===== config.mk =====
export PLATFORM = sky130hd
export DESIGN_NAME = iterative_multiplier
export DESIGN_NICKNAME = d
export VERILOG_FILES = /design/src/rtl/mult_pkg.sv /design/src/rtl/mult_iter_counter.sv /design/src/rtl/iterative_multiplier.sv
export SDC_FILE = /design/constraint.sdc
export NUM_CORES = 1
export LEC_CHECK = 0
export ABC_AREA = 1
export CELL_PAD_IN_SITES_DETAIL_PLACEMENT = 1
export CELL_PAD_IN_SITES_GLOBAL_PLACEMENT = 2
export CORE_MARGIN = 1
export CORE_UTILIZATION = 32
export DETAILED_ROUTE_END_ITERATION = 8
export PLACE_DENSITY_LB_ADDON = 0.1
export SKIP_CTS_REPAIR_TIMING = 1
export SLEW_MARGIN = 20
export SYNTH_ARGS = -nofsm -noshare
export SYNTH_HDL_FRONTEND = slang
export SYNTH_SLANG_ARGS = --single-unit

===== constraint.sdc =====
create_clock -name clk -period 3.95 [get_ports clk]
set_clock_uncertainty 0.05 [all_clocks]
set_input_delay 0.5925 -clock clk [delete_from_list [all_inputs] [get_ports clk]]
set_output_delay 0.5925 -clock clk [all_outputs]
set_load 0.05 [all_outputs]

===== src/rtl/mult_pkg.sv =====
// Shared types and constants for the iterative shift-and-add multiplier.
// The state encoding matches the iterative divider so one sequencer can drive both.
package mult_pkg;

  localparam int MULT_N_DEF = 4;

  typedef enum logic [1:0] {
    IDLE = 2'b00,
    RUN  = 2'b01,
    DONE = 2'b10
  } mult_state_e;

  // One extra bit so the counter can hold N itself without wrapping.
  function automatic int calc_cw(input int n);
    return $clog2(n) + 32'sd1;
  endfunction

endpackage


===== src/rtl/mult_iter_counter.sv =====
// Iteration counter for the multiplier.
// Sync clear wins over enable, and zN flags the last iteration (Q == N-1).
module mult_iter_counter
  import mult_pkg::*;
#(
  parameter int N  = MULT_N_DEF,
  parameter int CW = calc_cw(N)
) (
  input  logic          clk,
  input  logic          reset,
  input  logic          E,
  input  logic          sclr,
  output logic [CW-1:0] Q,
  output logic          zN
);

  logic [CW-1:0] q_r;

  // counter register: reset, then clear, then count
  always_ff @(posedge clk) begin
    if (reset) begin
      q_r <= {CW{1'b0}};
    end else if (sclr) begin
      q_r <= {CW{1'b0}};
    end else if (E) begin
      q_r <= q_r + CW'(1);
    end else begin
      q_r <= q_r;
    end
  end

  assign Q  = q_r;
  assign zN = (q_r == CW'(N - 1));

endmodule


===== src/rtl/iterative_multiplier.sv =====
// Unsigned N-bit shift-and-add multiplier with a start/done handshake.
// Fixed latency of N iterations; operands are captured only on the load edge.
module iterative_multiplier
  import mult_pkg::*;
#(
  parameter int N = MULT_N_DEF
) (
  input  logic           clk,
  input  logic           reset,
  input  logic           s,
  input  logic [N-1:0]   A,
  input  logic [N-1:0]   B,
  output logic [2*N-1:0] P,
  output logic           done
);

  localparam int CW = calc_cw(N);

  mult_state_e     state_r;
  mult_state_e     state_nxt_s;
  logic            load_s;
  logic            iter_s;
  logic [2*N-1:0]  areg_r;
  logic [N-1:0]    breg_r;
  logic [2*N-1:0]  p_r;
  logic            done_r;
  logic [CW-1:0]   cnt_s;
  logic            last_s;

  mult_iter_counter #(
    .N  (N),
    .CW (CW)
  ) u_cnt (
    .clk   (clk),
    .reset (reset),
    .E     (iter_s),
    .sclr  (load_s),
    .Q     (cnt_s),
    .zN    (last_s)
  );

  // state register
  always_ff @(posedge clk) begin
    if (reset) begin
      state_r <= IDLE;
    end else begin
      state_r <= state_nxt_s;
    end
  end

  // next-state and datapath control
  always_comb begin
    state_nxt_s = IDLE;
    load_s      = 1'b0;
    iter_s      = 1'b0;
    case (state_r)
      IDLE: begin
        if (s) begin
          load_s      = 1'b1;
          state_nxt_s = RUN;
        end else begin
          state_nxt_s = IDLE;
        end
      end
      RUN: begin
        iter_s = 1'b1;
        if (last_s) begin
          state_nxt_s = DONE;
        end else begin
          state_nxt_s = RUN;
        end
      end
      DONE: begin
        // holding s keeps us here so a held request cannot re-trigger
        if (s) begin
          state_nxt_s = DONE;
        end else begin
          state_nxt_s = IDLE;
        end
      end
      default: begin
        state_nxt_s = IDLE;
      end
    endcase
  end

  // operand, product and done registers
  always_ff @(posedge clk) begin
    if (reset) begin
      areg_r <= {(2*N){1'b0}};
      breg_r <= {N{1'b0}};
      p_r    <= {(2*N){1'b0}};
      done_r <= 1'b0;
    end else begin
      if (load_s) begin
        areg_r <= {{N{1'b0}}, A};
        breg_r <= B;
        p_r    <= {(2*N){1'b0}};
      end else if (iter_s) begin
        if (breg_r[0]) begin
          p_r <= p_r + areg_r;
        end else begin
          p_r <= p_r;
        end
        areg_r <= areg_r << 1;
        breg_r <= breg_r >> 1;
      end else begin
        areg_r <= areg_r;
        breg_r <= breg_r;
        p_r    <= p_r;
      end
      done_r <= (state_nxt_s == DONE);
    end
  end

  assign P    = p_r;
  assign done = done_r;

endmodule


# Yosys cells after proc, flatten, opt, wreduce, memory -nomap -nowiden
# Index checks and enable logic that the tools add are counted.
# W data, S select, Z words.
# totals
register_bits,26
out_inout_bits,9
# classes
n_addsub,2
n_eq_ne,4
n_mux,11
reduce_logical,4
# op_table
cell,n
$mux W4,4
$add A8 B8 Y8,1
$pmux W2 S3,1
$eq A2 B2 Y1 const B,2
$mux W1,4
$mux W2,2
$add A3 B1 Y3 const B,1
$eq A3 B2 Y1 const B,1
$eq A2 B1 Y1 const B,1
$logic_not A2 Y1,1
$reduce_and A2 Y1,1
$reduce_bool A2 Y1,1
$reduce_or A2 Y1,1

# Logic depth before layout (Yosys ltp)
# logic_depth
ltp_word,4
depth_mapped,10
depth_no_buf,10

# Modules after synthesis
# Synthesis repeated with hierarchy kept, for this count alone.
# hier_totals
cells_unflattened,190
hier_area_um2,1358.8
# modules_own_cells
mod,instances,cells_per_inst,area_each_um2
iterative_multiplier,1,167,1203.7
mult_iter_counter,1,23,155.1

# Least setup slack after synthesis
# No wires, ideal clock.
# synth_timing
path_kind,register -> register
start,register p_r[0] (netlist: P[0])
end,register p_r[6] (netlist: P[6])
setup_ns,0.109
arrival_time_ns,1.681
path_slack_ns,2.110
stages_incl_launch_ff,10
n_path_buf,0
period_less_slack_ns,1.840
path_cell_list,dfxtp_1 > ha_1 > inv_1 > fa_1 > inv_1 > nand3_1 > nand4_1 > nand3_1 > nand2_1 > inv_1
# synth_via
elab_chain_len,1
# synth_lines
item,line,rtl
from (decl),iterative_multiplier.sv:25,logic [2*N-1:0] p_r;
from (signal assigned),iterative_multiplier.sv:92,p_r <= {(2*N){1'b0}};
from (signal assigned),iterative_multiplier.sv:98,p_r <= {(2*N){1'b0}};
from (signal assigned),iterative_multiplier.sv:101,p_r <= p_r + areg_r;
$add A8 B8 Y8,iterative_multiplier.sv:101,
# No other way between the ends.
# A chain may end at the register's enable or synchronous reset.

# Worst setup path after layout
# layout_timing
start,register p_r[0] (netlist: P[0])
end,output P[0]
# layout_lines
item,line,rtl
to (decl),iterative_multiplier.sv:13,"output logic [2*N-1:0] P,"
# No word-level cell between the ends.

==> results by group <==
Global routing
  – Largest net degree at the start of global routing: 16
  – Initial antenna violation count: 0
  – GR Overflow Total: 0
  – First-pass GRT wire length: about 5.3 mm
  – Vias in the first global route: ~1,200
  – GRT Overall Usage: 0.159

Layout
  – Share of layout cells above drive strength 1: 0.0640
  – Fillers: between 500 and 600
  – Diodes inserted: 0
  – Area growth syn-to-layout: 22.4%
  – # nets final: around 230

STA
  – Worst Tran Pin Value: between 500 and 600 ps
  – Worst slew margin: 0.665
  – Slew Limit Fails: 0
  – Final setup fails: 0
  – Post-route clock period utilization: 0.540
  – Final hold vios: 0
  – Unrepaired setup endpoints after global routing: no
  – Setup TNS: 0 ps
  – Post-route minimum period: roughly 2100 ps
  – Max Freq: 0.469 GHz

Floorplanning
  – I/O pin cnt: 20
  – DIE WIDTH: 67.0 um
  – Initial core utilization: 0.335
  – Core area: about 0.0040 mm^2
  – Die ar.: ~0.0045 mm^2
  – Row cnt: 23
  – Die Ht: ~67 um

Setup path
  – Worst path cell trace: clkdlybuf4s50_1
  – CP arrival: 1490 ps
  – Worst path bufs/invs: 1
  – Worst Setup SP: P[0]$_SDFFE_PP0P_
  – Critical Path End Type: primary output
  – CP Class: reg -> out
  – WP data required: 3310 ps
  – Critical path's largest stage delay: between 800 and 900 ps
  – Crit-path leading delay family: buffers and inverters
  – Crit path max-delay cell type: clkdlybuf4s50_1
  – Largest fanout on the critical path: 3
  – Startpoint Class: flop
  – R2R Path Start: P[0]$_SDFFE_PP0P_

Clock network
  – # clock sinks: 26
  – # H-tree levels: 1
  – Clk buf depth: 2
  – TritonCTS Buffers: 3
  – CTS tree: done
  – CTS clock-pin slew for the worst setup and hold paths: 100 ps
  – Clk_lat worst skew: around 270 ps
  – Root Buffer Master: clkbuf_8

Synth
  – Main combinational cell family by area after synthesis: simple AND/OR/NAND/NOR gates
  – Ranking of synthesized cells by area: dfxtp_1, nand2_1, ha_1
  – Sequential area share after synthesis: 0.385
  – Post-synth top area share: 0.385
  – Synth warnings: 0
  – Compound-Gate Fraction of Synth Area: 0.134
  – Syn Std Cell Area: ~0.0014 mm^2
  – Post-synth net total: roughly 200
  – Avg Cell Area, Syn: ~7.3 um^2
  – XOR/XNOR share of the synthesized area: 0.0324
  – Leading area contributor after synthesis: dfxtp_1
  – Adder-cell share of the synthesized area: 0.0981
  – Mux share of post-synthesis cell area: 0
  – Synth Area in Simple Gates: 0.262
  – Mapped Cells: between 150 and 200
  – Netlist cell types: 23
  – Flop and latch count out of synthesis: 26

Route
  – Post-route ant nets: 0
  – DR WL met3: a little over 70 um
  – WL met1: 1.61 mm
  – Met2 wire length: approximately 1.5 mm
  – Total wire length: roughly 3.1 mm
  – Via-to-Cell Ratio: around 4.7
  – Vias: 1,183
  – DRT iter0 DRCs: 33
  – Drt drc: 0
  – Drt pass-1 iters: 4
  – Routed WL per cell: around 12 um
  – Top Metal Used: met4

Hold path
  – Worst hold start: u_cnt.Q[1]$_SDFFE_PP0N_
  – Worst hold path type: reg -> reg

Pwr
  – Peak VDD IR: about 0.15 mV
  – Design Power: 573 uW
  – Pwr dens: around 350 mW/mm^2
  – Leakage: around 0.7 nW

Placed design
  – HPWL Detailed: 2.46 mm
  – GP Congestion: slightly above 0.7
  – Port bufs: 19

Outcome
  – Status: finished clean

Job
  – Max-cap violations: 0
-- synth_stat cells --
cell and number:
buf_4 1, or2_1 1, nand2_1 58, xnor2_1 2
nand4_1 1, nor2_1 4, o21ai_1 2, inv_1 22
dfxtp_1 26, ha_1 9, nand3b_1 1, clkbuf_1 1
o21a_1 4, buf_2 2, xor2_1 3, inv_2 4
or2_2 1, a21oi_1 18, a31oi_1 5, nor2_4 4
o21ai_0 4, fa_1 1, nand3_1 10
-- cell usage in the layout (no fill, tap or decap) --
cell type        synthesis  layout
xor2_1                   3       3
inv_2                    4       4
bufinv_16                0       1
clkbuf_8                 0       3
nand4_1                  1       1
nand3b_1                 1       1
nand2_1                 58      58
clkdlybuf4s50_1          0      19
fa_1                     1       1
o21a_1                   4       4
dfxtp_1                 26      26
o21ai_0                  4       4
xnor2_1                  2       2
inv_1                   22      22
or2_2                    1       1
ha_1                     9       9
nand3_1                 10      10
a31oi_1                  5       5
o21ai_1                  2       2
a21oi_1                 18      18
nor2_1                   4       4
nor2_4                   4       4
or2_1                    1       1
-- per-layer routing --
layer,up-vias,track usage
met1,543,0.204
met5,-,0
li1,625,-
met3,2,0.0257
met4,0,0.0319
met2,13,0.275
-- flip-flops by register name, indices dropped and copies added, names as in the netlist --
name	cells
u_cnt.Q	3
breg_r	4
done	1
state_r	2
areg_r	8
P	8
-- power by group --
part / switching, mW / total, mW / internal [mW]
clock: 0.0887 / 0.224 / 0.136
sequential: 0.00674 / 0.278 / 0.271
combinational: 0.0432 / 0.0709 / 0.0276
-- logic make-up after synthesis --
| logic type | count (synthesis) |
|---|---|
| AO/OA/AOI/OAI | 33 |
| adder cells (fa/ha/maj) | 10 |
| flip-flops | 26 |
| XOR/XNOR | 5 |
| AND/OR/NAND/NOR | 80 |
| buffers and inverters | 30 |
-- metrics by stage --
| step | hold WS, ps | setup WS, ps | utilization | cells | cell area [um^2] |
|---|---|---|---|---|---|
| finish | 430 | 1820 | 0.411 | 253 | 1650 |
| global route | 462 | 1760 | 0.411 | 253 | 1650 |
| CTS | 439 | 1790 | 0.411 | 253 | 1650 |
| detailed placement | 423 | 1920 | 0.393 | 249 | 1580 |
| global placement | 401 | 1980 | 0.393 | 249 | 1580 |
| floorplan | 389 | 2110 | - | 184 | 1350 |
-- final timing paths --
check | slack, ps | to | depth (start not counted)
hold / removal | 430 | u_cnt.Q[1]$_SDFFE_PP0N_ | 2
setup reg to reg | 2270 | P[6]$_SDFFE_PP0P_ | 9
setup / recovery | 1820 | P[0] | 1
hold reg to reg | 430 | u_cnt.Q[1]$_SDFFE_PP0N_ | 2
-- layout make-up --
cell class | count | area [um^2] | area share
clock buffers | 3 | 41.3 | 0.0250
clock inverters | 1 | 30.0 | 0.0182
inverters | 26 | 97.6 | 0.0590
multi-input cells | 128 | 712 | 0.430
flip-flops and latches | 26 | 520 | 0.315
well taps | 50 | 62.6 | 0.0378
repair buffers | 19 | 190 | 0.115
(Power assumes the default switching activity.)
